File: src/rtl/lsu_pkg.sv
// Shared definitions for the load/store unit: MemOp codes, FSM encoding and the latched request record.
package lsu_pkg;

  localparam int unsigned XLEN = 32;
  localparam int unsigned BE_W = XLEN / 8;
  localparam int unsigned OP_W = 3;

  // MemOp codes shared with the data memory and the controller
  localparam logic [OP_W-1:0] MEMOP_W  = 3'b000;
  localparam logic [OP_W-1:0] MEMOP_H  = 3'b001;
  localparam logic [OP_W-1:0] MEMOP_HU = 3'b010;
  localparam logic [OP_W-1:0] MEMOP_B  = 3'b011;
  localparam logic [OP_W-1:0] MEMOP_BU = 3'b100;

  typedef enum logic [1:0] {
    S_IDLE = 2'd0,
    S_REQ  = 2'd1,
    S_WAIT = 2'd2,
    S_DONE = 2'd3
  } lsu_state_e;

  typedef struct packed {
    logic            we;
    logic [OP_W-1:0] op;
    logic [1:0]      addr_lo;
    logic [XLEN-1:0] pc;
  } lsu_req_t;

  // Expand byte enables to a bit mask so disabled lanes read as zero.
  function automatic logic [XLEN-1:0] be_mask(input logic [BE_W-1:0] be);
    return {{8{be[3]}}, {8{be[2]}}, {8{be[1]}}, {8{be[0]}}};
  endfunction

endpackage

File: src/rtl/load_store_unit_if.sv
// Word-wide req/gnt/rvalid data-memory port between the load/store unit and the data memory.
interface load_store_unit_if;
  import lsu_pkg::*;

  logic            mem_req;
  logic            mem_we;
  logic [BE_W-1:0] mem_be;
  logic [XLEN-1:0] mem_addr;
  logic [XLEN-1:0] mem_wdata;
  logic            mem_gnt;
  logic            mem_rvalid;
  logic [XLEN-1:0] mem_rdata;

  modport master (
    output mem_req, mem_we, mem_be, mem_addr, mem_wdata,
    input  mem_gnt, mem_rvalid, mem_rdata
  );

  modport slave (
    input  mem_req, mem_we, mem_be, mem_addr, mem_wdata,
    output mem_gnt, mem_rvalid, mem_rdata
  );

endinterface

File: src/rtl/lsu_align.sv
// Combinational lane logic: byte enables, store replication, misalignment and load extraction/extension.
module lsu_align
  import lsu_pkg::*;
(
  input  logic [OP_W-1:0] op_i,
  input  logic [1:0]      addr_lo_i,
  input  logic [XLEN-1:0] wd_i,
  input  logic [XLEN-1:0] rdata_i,
  output logic [BE_W-1:0] be_c,
  output logic [XLEN-1:0] wdata_c,
  output logic            misalign_c,
  output logic            valid_op_c,
  output logic [XLEN-1:0] rd_c
);

  logic [15:0] lane_h;
  logic [7:0]  lane_b;

  always_comb begin
    be_c       = '0;
    wdata_c    = '0;
    misalign_c = 1'b0;
    valid_op_c = 1'b1;
    rd_c       = '0;
    lane_h     = addr_lo_i[1] ? rdata_i[31:16] : rdata_i[15:0];
    lane_b     = rdata_i[7:0];

    case (addr_lo_i)
      2'd0:    lane_b = rdata_i[7:0];
      2'd1:    lane_b = rdata_i[15:8];
      2'd2:    lane_b = rdata_i[23:16];
      default: lane_b = rdata_i[31:24];
    endcase

    case (op_i)
      MEMOP_W: begin
        be_c       = 4'b1111;
        wdata_c    = wd_i;
        misalign_c = (addr_lo_i != 2'd0);
        rd_c       = rdata_i;
      end
      MEMOP_H, MEMOP_HU: begin
        be_c       = addr_lo_i[1] ? 4'b1100 : 4'b0011;
        wdata_c    = {2{wd_i[15:0]}};
        misalign_c = addr_lo_i[0];
        rd_c       = (op_i == MEMOP_H) ? {{16{lane_h[15]}}, lane_h} : {16'd0, lane_h};
      end
      MEMOP_B, MEMOP_BU: begin
        be_c    = BE_W'(4'b0001) << addr_lo_i;
        wdata_c = {4{wd_i[7:0]}};
        rd_c    = (op_i == MEMOP_B) ? {{24{lane_b[7]}}, lane_b} : {24'd0, lane_b};
      end
      default: valid_op_c = 1'b0;
    endcase
  end

endmodule

File: src/rtl/load_store_unit.sv
// MEM-stage load/store initiator: one access per request on a req/gnt/rvalid port, stalling the pipe until done.
module load_store_unit
  import lsu_pkg::*;
(
  input  logic              clk,
  input  logic              reset,
  input  logic              req_valid,
  input  logic              req_we,
  input  logic [OP_W-1:0]   MemOp,
  input  logic [XLEN-1:0]   Addr,
  input  logic [XLEN-1:0]   PC,
  input  logic [XLEN-1:0]   DM_WD,
  output logic              busy,
  output logic              done,
  output logic [XLEN-1:0]   DM_RD,
  output logic              exc_adel,
  output logic              exc_ades,
  load_store_unit_if.master mem
);

  lsu_state_e      state_q, state_d;
  lsu_req_t        req_q, req_d;
  logic            busy_q, busy_d;
  logic            done_q, done_d;
  logic [XLEN-1:0] dm_rd_q, dm_rd_d;
  logic            exc_adel_q, exc_adel_d;
  logic            exc_ades_q, exc_ades_d;
  logic            mem_req_q, mem_req_d;
  logic            mem_we_q, mem_we_d;
  logic [BE_W-1:0] mem_be_q, mem_be_d;
  logic [XLEN-1:0] mem_addr_q, mem_addr_d;
  logic [XLEN-1:0] mem_wdata_q, mem_wdata_d;

  logic [OP_W-1:0] align_op;
  logic [1:0]      align_addr_lo;
  logic [BE_W-1:0] be_c;
  logic [XLEN-1:0] wdata_c;
  logic            misalign_c;
  logic            valid_op_c;
  logic [XLEN-1:0] rd_c;

  // Decode the incoming request while idle, the latched one afterwards (load extraction in WAIT).
  assign align_op      = (state_q == S_IDLE) ? MemOp      : req_q.op;
  assign align_addr_lo = (state_q == S_IDLE) ? Addr[1:0]  : req_q.addr_lo;

  lsu_align u_align (
    .op_i       (align_op),
    .addr_lo_i  (align_addr_lo),
    .wd_i       (DM_WD),
    .rdata_i    (mem.mem_rdata),
    .be_c       (be_c),
    .wdata_c    (wdata_c),
    .misalign_c (misalign_c),
    .valid_op_c (valid_op_c),
    .rd_c       (rd_c)
  );

  always_comb begin
    state_d     = state_q;
    req_d       = req_q;
    dm_rd_d     = dm_rd_q;
    exc_adel_d  = exc_adel_q;
    exc_ades_d  = exc_ades_q;
    mem_be_d    = mem_be_q;
    mem_addr_d  = mem_addr_q;
    mem_wdata_d = mem_wdata_q;

    case (state_q)
      S_IDLE: begin
        if (req_valid) begin
          req_d       = '{we: req_we, op: MemOp, addr_lo: Addr[1:0], pc: PC};
          dm_rd_d     = '0;
          exc_adel_d  = 1'b0;
          exc_ades_d  = 1'b0;
          mem_be_d    = be_c;
          mem_addr_d  = {Addr[XLEN-1:2], 2'b00};
          mem_wdata_d = wdata_c;
          if (misalign_c) begin
            exc_adel_d = !req_we;
            exc_ades_d = req_we;
            state_d    = S_DONE;
          end else if (!valid_op_c) begin
            state_d = S_DONE;
          end else begin
            state_d = S_REQ;
          end
        end
      end
      S_REQ: begin
        if (mem.mem_gnt) state_d = req_q.we ? S_DONE : S_WAIT;
      end
      S_WAIT: begin
        if (mem.mem_rvalid) begin
          dm_rd_d = rd_c;
          state_d = S_DONE;
        end
      end
      S_DONE:  state_d = S_IDLE;
      default: state_d = S_IDLE;
    endcase

    // Status and request strobes are registered copies of the next state.
    busy_d    = (state_d != S_IDLE);
    done_d    = (state_d == S_DONE);
    mem_req_d = (state_d == S_REQ);
    mem_we_d  = (state_d == S_REQ) && req_d.we;
  end

  always_ff @(posedge clk) begin
    if (reset) begin
      state_q     <= S_IDLE;
      req_q       <= '0;
      busy_q      <= 1'b0;
      done_q      <= 1'b0;
      dm_rd_q     <= '0;
      exc_adel_q  <= 1'b0;
      exc_ades_q  <= 1'b0;
      mem_req_q   <= 1'b0;
      mem_we_q    <= 1'b0;
      mem_be_q    <= '0;
      mem_addr_q  <= '0;
      mem_wdata_q <= '0;
    end else begin
      state_q     <= state_d;
      req_q       <= req_d;
      busy_q      <= busy_d;
      done_q      <= done_d;
      dm_rd_q     <= dm_rd_d;
      exc_adel_q  <= exc_adel_d;
      exc_ades_q  <= exc_ades_d;
      mem_req_q   <= mem_req_d;
      mem_we_q    <= mem_we_d;
      mem_be_q    <= mem_be_d;
      mem_addr_q  <= mem_addr_d;
      mem_wdata_q <= mem_wdata_d;
    end
  end

  assign busy          = busy_q;
  assign done          = done_q;
  assign DM_RD         = dm_rd_q;
  assign exc_adel      = exc_adel_q;
  assign exc_ades      = exc_ades_q;
  assign mem.mem_req   = mem_req_q;
  assign mem.mem_we    = mem_we_q;
  assign mem.mem_be    = mem_be_q;
  assign mem.mem_addr  = mem_addr_q;
  assign mem.mem_wdata = mem_wdata_q;

`ifndef SYNTHESIS
  // Store log on the grant cycle; disabled lanes print as zero.
  always_ff @(posedge clk) begin
    if (!reset && state_q == S_REQ && req_q.we && mem.mem_gnt)
      $display("%d@%h: *%h <= %h", $time, req_q.pc, mem_addr_q, mem_wdata_q & be_mask(mem_be_q));
  end
`endif

endmodule

File: src/flat_wrapper.sv
// flat-port wrapper written by rule: the top's interface ports become plain ports
module load_store_unit_flat import lsu_pkg::*;
  (clk, reset, req_valid, req_we, MemOp, Addr, PC, DM_WD, busy, done, DM_RD, exc_adel, exc_ades, mem_mem_req, mem_mem_we, mem_mem_be, mem_mem_addr, mem_mem_wdata, mem_mem_gnt, mem_mem_rvalid, mem_mem_rdata);
  load_store_unit_if mem_i ();
  input  logic clk;
  input  logic reset;
  input  logic req_valid;
  input  logic req_we;
  input  logic [OP_W-1:0] MemOp;
  input  logic [XLEN-1:0] Addr;
  input  logic [XLEN-1:0] PC;
  input  logic [XLEN-1:0] DM_WD;
  output logic busy;
  output logic done;
  output logic [XLEN-1:0] DM_RD;
  output logic exc_adel;
  output logic exc_ades;
  output wire logic [$bits(mem_i.mem_req)-1:0] mem_mem_req;
  output wire logic [$bits(mem_i.mem_we)-1:0] mem_mem_we;
  output wire logic [$bits(mem_i.mem_be)-1:0] mem_mem_be;
  output wire logic [$bits(mem_i.mem_addr)-1:0] mem_mem_addr;
  output wire logic [$bits(mem_i.mem_wdata)-1:0] mem_mem_wdata;
  input wire logic [$bits(mem_i.mem_gnt)-1:0] mem_mem_gnt;
  input wire logic [$bits(mem_i.mem_rvalid)-1:0] mem_mem_rvalid;
  input wire logic [$bits(mem_i.mem_rdata)-1:0] mem_mem_rdata;
  assign mem_mem_req = mem_i.mem_req;
  assign mem_mem_we = mem_i.mem_we;
  assign mem_mem_be = mem_i.mem_be;
  assign mem_mem_addr = mem_i.mem_addr;
  assign mem_mem_wdata = mem_i.mem_wdata;
  assign mem_i.mem_gnt = mem_mem_gnt;
  assign mem_i.mem_rvalid = mem_mem_rvalid;
  assign mem_i.mem_rdata = mem_mem_rdata;
  load_store_unit u_core (.clk(clk), .reset(reset), .req_valid(req_valid), .req_we(req_we), .MemOp(MemOp), .Addr(Addr), .PC(PC), .DM_WD(DM_WD), .busy(busy), .done(done), .DM_RD(DM_RD), .exc_adel(exc_adel), .exc_ades(exc_ades), .mem(mem_i));
endmodule
File: config.mk
export PLATFORM = sky130hd
export DESIGN_NAME = load_store_unit_flat
export DESIGN_NICKNAME = d
export VERILOG_FILES = /design/src/rtl/lsu_pkg.sv /design/src/rtl/load_store_unit_if.sv /design/src/rtl/lsu_align.sv /design/src/rtl/load_store_unit.sv /design/src/flat_wrapper.sv
export SDC_FILE = /design/constraint.sdc
export NUM_CORES = 1
export LEC_CHECK = 0
export CELL_PAD_IN_SITES_DETAIL_PLACEMENT = 0
export CELL_PAD_IN_SITES_GLOBAL_PLACEMENT = 1
export CORE_ASPECT_RATIO = 2
export CORE_MARGIN = 3
export CORE_UTILIZATION = 29
export DETAILED_ROUTE_END_ITERATION = 10
export PLACE_DENSITY = 0.86
export SLEW_MARGIN = 30
export SYNTH_ARGS = -nofsm -noshare
export SYNTH_HDL_FRONTEND = slang
export SYNTH_SLANG_ARGS = --single-unit
File: constraint.sdc
create_clock -name clk -period 3 [get_ports clk]
set_clock_uncertainty 0.2 [all_clocks]
set_input_delay 0.9 -clock clk [delete_from_list [all_inputs] [get_ports clk]]
set_output_delay 0.9 -clock clk [all_outputs]
set_load 0.02 [all_outputs]
==> results.json <==
{
  "viasPerCell": 5.19,
  "synth_top_area_cell": "dfxtp_1",
  "synth-compound-area-share": 0.263,
  "worstPathArrival_ns": 2.97,
  "stdcell_count": 995,
  "async_flop_share": 0,
  "clk_latency_ns": 0.36,
  "total_leakage_power_uw": 0.00297,
  "maxCapViolCount": 0,
  "critPathMaxFanout": 7,
  "portBuffers": 208,
  "pre_cts_slack_ns": -0.573,
  "synthXorXnorAreaFrac": 0.00529,
  "power_report.internal_total_uw": 3140,
  "drt_first_pass_iters": 5,
  "fillCellCount": 1671,
  "wl_per_cell_microns": 18.4,
  "maxSlewHeadroom": 0.478,
  "worstSetupPathType": "in2reg",
  "synth_top_area_share": 0.452,
  "grt-ovfl-total": 0,
  "comb_power_share": 0.365,
  "fp.dieH_microns": 191,
  "rsz0062_at_grt": "false",
  "antenna_found_initial": 0,
  "clkSinkCount": 112,
  "switching_share": 0.341,
  "fmax_mhz": 342,
  "cp-start-kind": "input port",
  "startpoint": "Addr[0]",
  "synth-edff-count": 0,
  "area_growth_syn_to_layout_pct": 58.1,
  "root_buffer": "clkbuf_16",
  "numCtsBuffers": 9,
  "critPathCaptureType": "flop",
  "synth_simple_gate_area_frac": 0.195,
  "drt_iter0_markers": 207,
  "synth_seq_area_share": 0.452,
  "grtUsageTotal": 0.192,
  "syn-cell-area_sq_um": 4960,
  "cts-htree-levels": 3,
  "numPlacedInstances": 977,
  "synth_top_family_by_area": "compound AO/OA/AOI/OAI gates",
  "r2r_start": "u_core.state_q[1]",
  "placeableCoreArea_sq_um": 16800,
  "slew_viol_final": 0,
  "synth_cell_types": 65,
  "post-route-min-period_ns": 2.92,
  "fin_setup_tns_ns": 0,
  "finalHoldViolations": 0,
  "cts_tree": "yes",
  "syn_inst": 566,
  "via_count": 5165,
  "initial_core_util": 0.296,
  "worst_pin_slew_ns": 0.775,
  "layout.nets": 920,
  "routabilityCongestion": 0.876,
  "grt_pass1_wl_mm": 28.4,
  "synth-main-ff-cell": "dfxtp_1",
  "postCtsHoldBufs": 0,
  "setup_viol": 0,
  "ys_warn_count": 0,
  "netlist_top_cells_count": "112 x dfxtp_1, 99 x nand2_1, 47 x nor2_1",
  "insertedDiodeCount": 0,
  "power_frac_seq": 0.367,
  "synth-seq-cells": 112,
  "die_x_microns": 98.5,
  "synth_most_common_cell": "dfxtp_1",
  "num_rows": 67,
  "ir_drop_uv": 293,
  "synthTopCellsByArea": "dfxtp_1 45%, nand2_1 7.5%, a221oi_1 5.6%, a21oi_1 4.1%, nor2_1 3.6%",
  "clkTransAtPathRegs_ns": 0.07,
  "p_clk_frac": 0.268,
  "min_from": "u_core.mem.mem_addr[30]",
  "grt_start_max_net_pins": 60,
  "ant_nets": 0,
  "clock_path_buffers": 2,
  "setup_slack_ns": 0.0769,
  "synth.area.mux_share": 0.0368,
  "power.density_nw_per_um2": 606,
  "drive_gt1_frac": 0.108,
  "dpl.hpwl_mm": 13.8,
  "min_period_over_period": 0.974,
  "synthAdderAreaFrac": 0,
  "io_pins": 243,
  "grt_pass1_vias": 5170,
  "die_area_sq_um": 18800,
  "p_switching_uw": 1620,
  "wl_mm": 18.3,
  "syn_area_per_cell_sq_um": 8.77,
  "drc_errors": 0,
  "critPathRequiredTime_ns": 3.05,
  "status": "finished, final reports clean",
  "hp-class": "reg2reg"
}
-- stage by stage --
step	instance area (sq um)	power, uW	hold slack, ns	utilization
finish	7850	4760	0.255	0.468
floorplan	4970	2670	0.246	-
detailed placement	7460	3480	0.246	0.445
CTS	7800	4790	0.257	0.465
global route	7850	5020	0.279	0.468
global placement	7460	3460	0.241	0.445
-- critical path, stage by stage --
cell,delay (ns)
clkdlybuf4s50_1,0.47
or3b_1,0.46
a22o_1,0.24
a32oi_1,0.31
nor4_2,0.09
buf_4,0.17
a221o_2,0.32
-- cell type report --
type	instances	area, sq um	area share
clock buffers	11	253	0.0322
inverters	2	7.51	0.000957
multi-input cells	404	2520	0.321
repair buffers	254	2500	0.319
flip-flops and latches	112	2240	0.286
clock inverters	5	61.3	0.00781
well taps	207	259	0.0330
-- state kept, by name (all words and copies together) (netlist names) --
signal and flops:
u_core.req_q 6, u_core.done 1, u_core.exc_ades 1, u_core.mem.mem_be 4
u_core.mem.mem_wdata 32, u_core.mem.mem_addr 30, u_core.mem.mem_we 1, u_core.busy 1
u_core.DM_RD 32, u_core.exc_adel 1, u_core.mem.mem_req 1, u_core.state_q 2
-- path summary, 6_finish.rpt --
kind                              to  slack [ns]  cells past startpoint
max                  u_core.DM_RD[5]        0.08                      7
max reg2reg          u_core.DM_RD[5]        0.18                      6
min reg2reg  u_core.mem.mem_addr[30]        0.25                      2
min          u_core.mem.mem_addr[30]        0.25                      2
-- power groups by stage --
stage	combinational, uW	clock [uW]	sequential [uW]
floorplan	756	0	1920
global placement	1690	0	1770
detailed placement	1700	0	1780
CTS	1720	1320	1750
global route	1870	1380	1770
finish	1740	1280	1750
-- kinds of logic after synthesis --
logic type,Yosys count
AOI/OAI and AO/OA,172
xor gates and xnor gates,3
buffers and inverters,51
DFF,112
muxes,18
other,1
and+or+nand+nor,209
-- layout by cell type (no fill, tap or decap), types with 7 or more instances in the layout --
| cell | count |
|---|---|
| clkdlybuf4s50_1 | 204 |
| dfxtp_1 | 112 |
| nand2_1 | 98 |
| nor2_1 | 47 |
| a21oi_1 | 41 |
| buf_4 | 40 |
| a221oi_1 | 31 |
| a21boi_0 | 18 |
| nor3_1 | 17 |
| mux2i_1 | 16 |
| a22oi_1 | 9 |
| clkbuf_16 | 9 |
| o21ai_0 | 8 |
| a222oi_1 | 8 |
| nand3b_1 | 8 |
| a211o_1 | 7 |
| o2bb2ai_1 | 7 |
-- repair_timing --
| action | in CTS | in global routing |
|---|---|---|
| buffers inserted | 0 | 2 |
| pin swaps | 0 | 5 |
| gates resized for setup | 3 | 9 |
| setup endpoints to repair | 14 | 49 |
-- layer usage --
layer | global-route usage | part of all wire
met4 | 0.0978 | 0.044
met2 | 0.361 | 0.55
met3 | 0.0340 | 0.052
met5 | 0 | 0
met1 | 0.199 | 0.35
No activity file was read; power rests on OpenSTA's default activity.
